## config.mk

```make
export PLATFORM = sky130hd
export DESIGN_NAME = id_control_flat
export DESIGN_NICKNAME = d
export VERILOG_FILES = /design/src/rtl/id_control_if.sv /design/src/rtl/id_control.sv /design/src/flat_wrapper.sv
export SDC_FILE = /design/constraint.sdc
export NUM_CORES = 1
export LEC_CHECK = 0
export ABC_AREA = 1
export BUFFER_PORTS_ARGS = -buffer_cell sky130_fd_sc_hd__buf_4
export CAP_MARGIN = 20
export CELL_PAD_IN_SITES_DETAIL_PLACEMENT = 0
export CELL_PAD_IN_SITES_GLOBAL_PLACEMENT = 1
export CORE_MARGIN = 2
export CORE_UTILIZATION = 30
export CTS_CLUSTER_SIZE = 24
export DETAILED_ROUTE_END_ITERATION = 6
export GPL_ROUTABILITY_DRIVEN = 0
export PLACE_DENSITY_LB_ADDON = 0.1
export SETUP_SLACK_MARGIN = 0.4
export SLEW_MARGIN = 10
export SYNTH_ARGS = -nofsm -noshare
export SYNTH_HDL_FRONTEND = slang
export SYNTH_SLANG_ARGS = --single-unit
```

## constraint.sdc

```tcl
create_clock -name clk -period 2.27 [get_ports clk]
set_clock_uncertainty 0.1 [all_clocks]
set_input_delay 0.3405 -clock clk [delete_from_list [all_inputs] [get_ports clk]]
set_output_delay 0.3405 -clock clk [all_outputs]
set_load 0.005 [all_outputs]
```

## src/rtl/id_control_if.sv

```systemverilog
// Decode-stage bus: fetch-facing control plus the registered ID/EX slot.
interface id_control_if #(
  parameter int REG_W = 4,
  parameter int OFF_W = 24
);
  logic [15:0]      instruction;
  logic             flagZ;
  logic             brTaken;
  logic [OFF_W-1:0] brOffset;
  logic             freeze;
  logic             exValid;
  logic [3:0]       exOp;
  logic [REG_W-1:0] exRd;
  logic [REG_W-1:0] exRs1;
  logic [REG_W-1:0] exRs2;
  logic [15:0]      exImm;
  logic             exWrEn;

  modport master (
    output instruction, flagZ,
    input  brTaken, brOffset, freeze,
    input  exValid, exOp, exRd, exRs1, exRs2, exImm, exWrEn
  );

  modport slave (
    input  instruction, flagZ,
    output brTaken, brOffset, freeze,
    output exValid, exOp, exRd, exRs1, exRs2, exImm, exWrEn
  );
endinterface

```

## src/rtl/id_control.sv

```systemverilog
// Decode control: branch resolution, load-use/flag hazard freeze, wrong-path
// squash, and the ID/EX register.
module id_control #(
  parameter int REG_W = 4,
  parameter int OFF_W = 24
) (
  input logic         clk,
  input logic         rst,
  id_control_if.slave bus
);

  typedef enum logic [1:0] {S_RUN, S_FLUSH, S_HALT} state_t;

  typedef struct packed {
    logic             vld;
    logic [3:0]       op;
    logic [REG_W-1:0] rd;
    logic [REG_W-1:0] rs1;
    logic [REG_W-1:0] rs2;
    logic [15:0]      imm;
    logic             wr;
  } ex_t;

  state_t state_q, state_d;
  ex_t    ex_q, ex_d, iss;

  logic [3:0]       op;
  logic [REG_W-1:0] fa, fb, fc;
  logic is_alu, is_ld, is_st, is_b, is_beq, is_halt;
  logic prev_ld, prev_alu, lu_haz, flag_haz, taken;
  logic br, frz;

  always_comb begin
    op      = bus.instruction[15:12];
    fa      = bus.instruction[11:8];
    fb      = bus.instruction[7:4];
    fc      = bus.instruction[3:0];
    is_alu  = (op inside {[4'h1:4'h7]});
    is_ld   = (op == 4'h8);
    is_st   = (op == 4'h9);
    is_b    = (op == 4'hC);
    is_beq  = (op == 4'hD);
    is_halt = (op == 4'hF);

    prev_ld  = ex_q.vld && (ex_q.op == 4'h8);
    prev_alu = ex_q.vld && (ex_q.op inside {[4'h1:4'h7]});
    // STORE data register lives in [11:8], so it is a source, not a dest
    lu_haz   = prev_ld && (((is_alu || is_ld || is_st) && (ex_q.rd == fb)) ||
                           (is_alu && (ex_q.rd == fc)) ||
                           (is_st  && (ex_q.rd == fa)));
    flag_haz = is_beq && prev_alu;
    taken    = is_b || (is_beq && bus.flagZ);

    iss     = '0;
    iss.vld = 1'b1;
    iss.op  = (is_alu || is_ld || is_st || is_beq) ? op : 4'h0;
    iss.rd  = (is_alu || is_ld) ? fa : '0;
    iss.rs1 = (is_alu || is_ld || is_st) ? fb : '0;
    iss.rs2 = is_alu ? fc : (is_st ? fa : '0);
    iss.imm = (is_ld || is_st) ? {{12{fc[3]}}, fc} : 16'h0;
    iss.wr  = is_alu || is_ld;

    state_d = state_q;
    ex_d    = '0;
    br      = 1'b0;
    frz     = 1'b0;
    unique case (state_q)
      S_RUN: begin
        // HALT also freezes in its decode cycle so fetch stops on it
        if (is_halt) begin
          frz     = 1'b1;
          state_d = S_HALT;
        end else if (lu_haz || flag_haz) begin
          frz = 1'b1;
        end else if (taken) begin
          br      = 1'b1;
          state_d = S_FLUSH;
        end else begin
          ex_d = iss;
        end
      end
      S_FLUSH: state_d = S_RUN;
      S_HALT:  frz = 1'b1;
      default: state_d = S_RUN;
    endcase
  end

  always_ff @(posedge clk) begin
    if (!rst) begin
      state_q <= S_RUN;
      ex_q    <= '0;
    end else begin
      state_q <= state_d;
      ex_q    <= ex_d;
    end
  end

  assign bus.brTaken  = br;
  assign bus.brOffset = br ? {{(OFF_W-12){bus.instruction[11]}}, bus.instruction[11:0]} : '0;
  assign bus.freeze   = frz;
  assign bus.exValid  = ex_q.vld;
  assign bus.exOp     = ex_q.op;
  assign bus.exRd     = ex_q.rd;
  assign bus.exRs1    = ex_q.rs1;
  assign bus.exRs2    = ex_q.rs2;
  assign bus.exImm    = ex_q.imm;
  assign bus.exWrEn   = ex_q.wr;

endmodule

```

## src/flat_wrapper.sv

```systemverilog
// flat-port wrapper written by rule: the top's interface ports become plain ports
module id_control_flat 
#(
  parameter int REG_W = 4,
  parameter int OFF_W = 24
)
  (clk, rst, bus_instruction, bus_flagZ, bus_brTaken, bus_brOffset, bus_freeze, bus_exValid, bus_exOp, bus_exRd, bus_exRs1, bus_exRs2, bus_exImm, bus_exWrEn);
  id_control_if #(.REG_W(REG_W), .OFF_W(OFF_W)) bus_i ();
  input logic clk;
  input logic rst;
  input wire logic [$bits(bus_i.instruction)-1:0] bus_instruction;
  input wire logic [$bits(bus_i.flagZ)-1:0] bus_flagZ;
  output wire logic [$bits(bus_i.brTaken)-1:0] bus_brTaken;
  output wire logic [$bits(bus_i.brOffset)-1:0] bus_brOffset;
  output wire logic [$bits(bus_i.freeze)-1:0] bus_freeze;
  output wire logic [$bits(bus_i.exValid)-1:0] bus_exValid;
  output wire logic [$bits(bus_i.exOp)-1:0] bus_exOp;
  output wire logic [$bits(bus_i.exRd)-1:0] bus_exRd;
  output wire logic [$bits(bus_i.exRs1)-1:0] bus_exRs1;
  output wire logic [$bits(bus_i.exRs2)-1:0] bus_exRs2;
  output wire logic [$bits(bus_i.exImm)-1:0] bus_exImm;
  output wire logic [$bits(bus_i.exWrEn)-1:0] bus_exWrEn;
  assign bus_i.instruction = bus_instruction;
  assign bus_i.flagZ = bus_flagZ;
  assign bus_brTaken = bus_i.brTaken;
  assign bus_brOffset = bus_i.brOffset;
  assign bus_freeze = bus_i.freeze;
  assign bus_exValid = bus_i.exValid;
  assign bus_exOp = bus_i.exOp;
  assign bus_exRd = bus_i.exRd;
  assign bus_exRs1 = bus_i.exRs1;
  assign bus_exRs2 = bus_i.exRs2;
  assign bus_exImm = bus_i.exImm;
  assign bus_exWrEn = bus_i.exWrEn;
  id_control #(.REG_W(REG_W), .OFF_W(OFF_W)) u_core (.clk(clk), .rst(rst), .bus(bus_i));
endmodule
```

* Yosys cells after proc, flatten, opt, wreduce, memory -nomap -nowiden
Cells that the tools add are included.
** Storage, ports and cells
- Register bits after elaboration :: 24
- Bits in latches :: 0
- RAM bits :: 0
- ROM bits :: 0
- Input bits :: 19
- Output and inout bits :: 60
- Word-level logic and storage cells :: 76
- Memories :: 0
** Operators by class
- Add/subtract/negate cells :: 0
- $mul :: 0
- Div/mod/pow operators :: 0
- $lt $le $gt $ge :: 4
- Equal/unequal tests :: 12
- Shift operators :: 0
- Muxes and demuxes :: 19
- Bitwise operators :: 7
- Reductions and logical operators :: 26
** Operator list (count)
- $mux W34 :: 1
- $eq A4 B4 Y1 const B :: 6
- $mux W24 :: 1
- $reduce_or A6 Y1 :: 4
- $mux W4 :: 5
- $mux W16 :: 1
- $eq A4 B4 Y1 :: 3
- $logic_and A1 B1 Y1 :: 10
- $ge A4 B1 Y1 const B :: 2
- $le A4 B3 Y1 const B :: 2
- $logic_or A1 B1 Y1 :: 8
- $not A1 Y1 :: 7
- $mux W1 :: 6
- $mux W2 :: 3
- $reduce_or A5 Y1 :: 1
- $pmux W2 S2 :: 1
- $reduce_or A4 Y1 :: 1
- $ne A3 B1 Y1 const B :: 1
- $ne A3 B2 Y1 const B :: 1
- $reduce_and A3 Y1 :: 1
- $eq A2 B2 Y1 const B :: 1
- $logic_not A2 Y1 :: 1
- $pmux W1 S2 :: 1

* Depth between registers and ports, before layout
- Word-level depth :: 13
- Gate-level depth with buffers :: 10
- Depth with buffers taken out :: 10

* Worst setup path after synthesis
OpenSTA, ideal clock, no wires.
- Kind :: input -> output
- From :: input port bus_instruction[13]
- To :: output port bus_brOffset[12]
- Arrival :: 1734 ps
- Required time :: 1830 ps
- Slack :: 96 ps
- Stages on the path :: 10
- Buffers on the path :: 1
- Cells stage by stage :: nor2_2 -> nand2_2 -> nand2_4 -> nand2_4 -> nand3_2 -> nand3_4 -> nand2_4 -> nand4_4 -> nor2_1 -> buf_4
** Between the ends
- Longest elaborated chain between the ends :: 13
- Elaborated cells between the ends (all ways) :: 25
- Those cells by class :: order compare (2); eq/ne (5); mux (5); reduce/logical (13)
** RTL lines
- start, declared :: line flat_wrapper.sv:11 : input wire logic [$bits(bus_i.instruction)-1:0] bus_instruction;
- $ge A4 B1 Y1 or $le A4 B3 Y1 (tied branches) :: line id_control.sv:38 : is_alu = (op inside {[4'h1:4'h7]});
- $logic_and A1 B1 Y1 :: line id_control.sv:38
- $logic_or A1 B1 Y1 (2 in a row) :: line id_control.sv:48 : lu_haz = prev_ld && (((is_alu || is_ld || is_st) && (ex_q.rd == fb)) ||
- $logic_and A1 B1 Y1 :: line id_control.sv:48
- $logic_or A1 B1 Y1 :: line id_control.sv:48
- $logic_or A1 B1 Y1 :: line id_control.sv:49 : (is_alu && (ex_q.rd == fc)) ||
- $logic_and A1 B1 Y1 :: line id_control.sv:48
- $logic_or A1 B1 Y1 :: line id_control.sv:73 : end else if (lu_haz || flag_haz) begin
- $mux W1 :: line id_control.sv:73
- $mux W1 * :: line id_control.sv:70 : if (is_halt) begin
- $mux W1 * :: line id_control.sv:67 : unique case (state_q)
- $mux W24 * :: line id_control.sv:99 : assign bus.brOffset = br ? {{(OFF_W-12){bus.instruction[11]}}, bus.instruction[11:0]} : '0;
- end, declared :: line flat_wrapper.sv:14 : output wire logic [$bits(bus_i.brOffset)-1:0] bus_brOffset;
Mark *: on every way between the ends. The rest lies on a longest branch, timed or not.

* Worst setup path in the final report
- From :: register u_core.ex_q, in the netlist u_core.bus.exOp[2]
- To :: output port bus_brOffset[4]
** Between the ends
- Longest elaborated chain between the ends :: 9
- Elaborated cells between the ends (all ways) :: 13
- Those cells by class :: order compare (2); eq/ne (1); mux (4); reduce/logical (6)
** RTL lines
- start, declared :: line id_control.sv:25 : ex_t ex_q, ex_d, iss;
- start signal, assigned :: line id_control.sv:91 : ex_q <= '0;
- start signal, assigned :: line id_control.sv:94 : ex_q <= ex_d;
- $ge A4 B1 Y1 or $le A4 B3 Y1 (tied branches) :: line id_control.sv:46 : prev_alu = ex_q.vld && (ex_q.op inside {[4'h1:4'h7]});
- $logic_and A1 B1 Y1 (2 in a row) :: line id_control.sv:46
- $logic_and A1 B1 Y1 :: line id_control.sv:51 : flag_haz = is_beq && prev_alu;
- $logic_or A1 B1 Y1 * :: line id_control.sv:73
- $mux W1 * :: line id_control.sv:73
- $mux W1 * :: line id_control.sv:70
- $mux W1 * :: line id_control.sv:67
- $mux W24 * :: line id_control.sv:99
Marked as above.

==> impl_metrics.py <==
metrics = {
    "job": {
        "drv_cap": 0,
    },
    "power": {
        "ir_worst_vdd_v": 0.0003667,
        "leakage_nw": 1.228,
        "p_per_area_mw_per_mm2": 471.2,
    },
    "timing": {
        "rsz0062_at_grt": "yes",
        "whs_ns": 0.2397,
        "final-setup-viol-count": 0,
        "worst_pin_slew_ns": 0.3785,
        "fin_crit_sh": 0.9888,
        "hold_violations": 0,
        "drv_slew": 0,
        "setup-tns-final_ns": 0,
        "fmax_mhz": 445.5,
        "fin_crit_ns": 2.245,
        "slew_headroom": 0.7473,
    },
    "clock_network": {
        "numClockSinks": 24,
        "worstSkewPairLatency_ns": 0.27,
        "path_clk_slew_ns": 0.09,
        "cts_tree": "done",
        "cts-root-buf": "clkbuf_8",
        "cts_buffers": 3,
        "clockBufferDepth": 2,
        "cts_max_level": 1,
        "holdBufCountCts": 0,
    },
    "synth": {
        "ys_types": 26,
        "ys_ff_latch": 24,
        "synth_seq_area_share": 0.3305,
        "synth_nets": 216,
        "yosys_warnings": 0,
        "synth_cells": 197,
        "syn_avg_cell_area_um2": 7.380,
        "syn_area_mm2": 0.001454,
    },
    "worst_setup_path": {
        "path_max_fanout": 5,
        "critPathCapture": "bus_brOffset[4]",
        "r2r_cells": 6,
        "path_common_cell": "buf_6",
        "crit_slowest_cell": "or3_4",
        "cp-start-kind": "register",
        "cp.arrival_ns": 1.80,
        "cp-startpoint": "u_core.bus.exOp[2]",
        "cpPeakStageDelay_ns": 0.40,
        "path_cells": "or3_4, nor3b_4, nand2_4, nand4_4, buf_6, buf_12, nor2_4, buf_6",
        "cp-end-kind": "output port",
        "r2r_start": "u_core.bus.exOp[2]",
        "critPathRequiredTime_ns": 1.83,
        "reg2reg_to": "u_core.bus.exRd[1]",
        "rrSetupSlack_ns": 0.58,
        "critPathKind": "reg2out",
    },
    "global_routing": {
        "antenna_found_initial": 0,
        "grt_max_degree": 15,
        "grt_pass1_vias": 1241,
        "grt_pass1_wl_mm": 5.747,
        "grtUsageTotal": 0.1407,
        "gr-total-overflow": 0,
    },
    "die": {
        "core_mm2": 0.004692,
        "die-area_mm2": 0.005419,
        "std_cell_rows": 25,
        "start_util": 0.3099,
        "die_w_um": 73.62,
        "die_h_um": 73.62,
        "num_io_pins": 79,
    },
    "detailed_routing": {
        "remaining_drc_errors": 0,
        "drt_iter0_drc": 30,
        "detail-route-antenna-nets": 0,
        "wl_per_cell_um": 11.27,
        "via_per_inst": 4.175,
        "route.vias.total": 1361,
        "firstDrtPassIters": 4,
        "routed_wirelength_mm": 3.675,
    },
    "finish": {
        "antenna_cells": 0,
        "area_growth_pct": 57.23,
        "fillers": 491,
        "drive_gt1_frac": 0.5184,
        "num-nets-final": 292,
    },
    "worst_hold_path": {
        "min_path_type": "in2reg",
    },
    "status": {
        "status": "finished clean",
    },
    "placement": {
        "hpwlAfterDp_mm": 2.913,
        "portBuffers": 78,
    },
}
-- how the worst min path moves through the flow --
stage	slack, ns	endpoint	startpoint	cells after the start
after global placement	0.35	u_core.state_q[1]	u_core.state_q[0]	1
after floorplan	0.32	u_core.state_q[1]	u_core.state_q[0]	1
final	0.24	u_core.state_q[0]	rst	3
after detailed placement	0.35	u_core.state_q[1]	u_core.state_q[0]	1
after CTS	0.24	u_core.state_q[0]	rst	3
after global routing	0.26	u_core.bus.exRs1[1]	bus_instruction[5]	3
-- report_power, final --
group | switching, W | total, W | internal, W
Combinational | 0.000120 | 0.000245 | 0.000126
Clock | 0.000145 | 0.000381 | 0.000236
Sequential | 0.0000120 | 0.000451 | 0.000439
Total | 0.000276 | 0.00108 | 0.000801
-- registers in the layout (all words and copies together) (netlist names) --
name / count
u_core.bus.exImm: 4
u_core.bus.exOp: 4
u_core.bus.exRd: 4
u_core.bus.exRs1: 4
u_core.bus.exRs2: 4
u_core.state_q: 2
u_core.bus.exValid: 1
u_core.bus.exWrEn: 1
-- metrics by stage --
step	power, W	util	area, um^2	std cells	worst slack, ns
6_report	0.001077	0.4872	2286	326	0.02546
3_3_place_gp	0.0006824	0.4235	1987	312	0.1599
4_1_cts	0.001090	0.4819	2261	325	-0.002198
2_1_floorplan	0.0005811	-	1461	197	0.4060
3_5_place_dp	0.0006814	0.4235	1987	312	0.1106
5_1_grt	0.001133	0.4872	2286	326	-0.05128
-- layer usage --
layer,vias to the layer above,share of wire,track usage
met4,0,0.014,0.04848
met3,5,0.043,0.02195
met5,-,0,0
li1,725,-,-
met1,592,0.42,0.1750
met2,39,0.52,0.2450
-- placed cells by master, fill, tap and decap left out, types with 2 or more instances in the layout --
cell      Yosys  routed
nand2_2       2       2
inv_2         3       5
nor2_4        9      13
inv_4         0       2
dfxtp_1      24      19
nand2_4       3       3
nand2_1      37      37
nand4_1       4       4
dfxtp_4       0       2
a21oi_1       4       4
nor2_1       38      35
clkbuf_8      0       3
buf_6         0      18
nand3_1       5       4
dfxtp_2       0       3
inv_1        28      24
nor2_2        2       2
buf_12        1       3
nand3_2       2       3
buf_4        24      73
-- logic make-up after synthesis --
family / Yosys count / share of synthesized area
buffers and inverters: 56 / 0.2177
XOR/XNOR: 1 / 0.006025
AO/OA/AOI/OAI: 6 / 0.02324
flip-flops: 24 / 0.3305
AND/OR/NAND/NOR: 110 / 0.4225
-- cell usage after synthesis --
cell / number / area share
dfxtp_1: 24 / 0.33
nand4_4: 1 / 0.015
nor2_1: 38 / 0.098
nand2_1: 37 / 0.096
inv_2: 3 / 0.0077
buf_4: 24 / 0.12
nand4_2: 1 / 0.0086
nor2_2: 2 / 0.0086
a31oi_1: 1 / 0.0043
nand3_1: 5 / 0.017
xnor2_1: 1 / 0.0060
nand3_2: 2 / 0.014
inv_1: 28 / 0.072
o31ai_1: 1 / 0.0052
nand4_1: 4 / 0.017
buf_12: 1 / 0.014
or3_4: 1 / 0.0077
nor3_1: 1 / 0.0034
nand2_4: 3 / 0.023
nand2_2: 2 / 0.0086
nor2_4: 9 / 0.070
or2_2: 1 / 0.0043
a21oi_1: 4 / 0.014
nand3_4: 1 / 0.012
nor3_2: 1 / 0.0069
nor3b_4: 1 / 0.013
-- area by class of cell --
class	count	area, um^2	share of cell area
Sequential cell	24	491.7	0.2151
Multi-Input combinational cell	118	695.7	0.3043
Tap cell	54	67.56	0.02956
Inverter	31	121.4	0.05309
Clock buffer	3	41.29	0.01806
Clock inverter	1	30.03	0.01314
Timing Repair Buffer	95	838.3	0.3667
-- critical path: cells and delay by family (launching register included) --
family                 cells  cell delay, ns
flip-flops                 1            0.32
buffers and inverters      3            0.37
AND/OR/NAND/NOR            5            0.84
-- timing repair --
action | 4_1_cts | 5_1_grt
resized for setup | 28 | 10
gates cloned | 2 | 0
pin swaps | 5 | 3
buffers inserted | 7 | 1
endpoints found under the setup margin | 26 | 26
hold endpoints to repair | 0 | 0
Note: power is estimated with default switching activity, not from simulation.
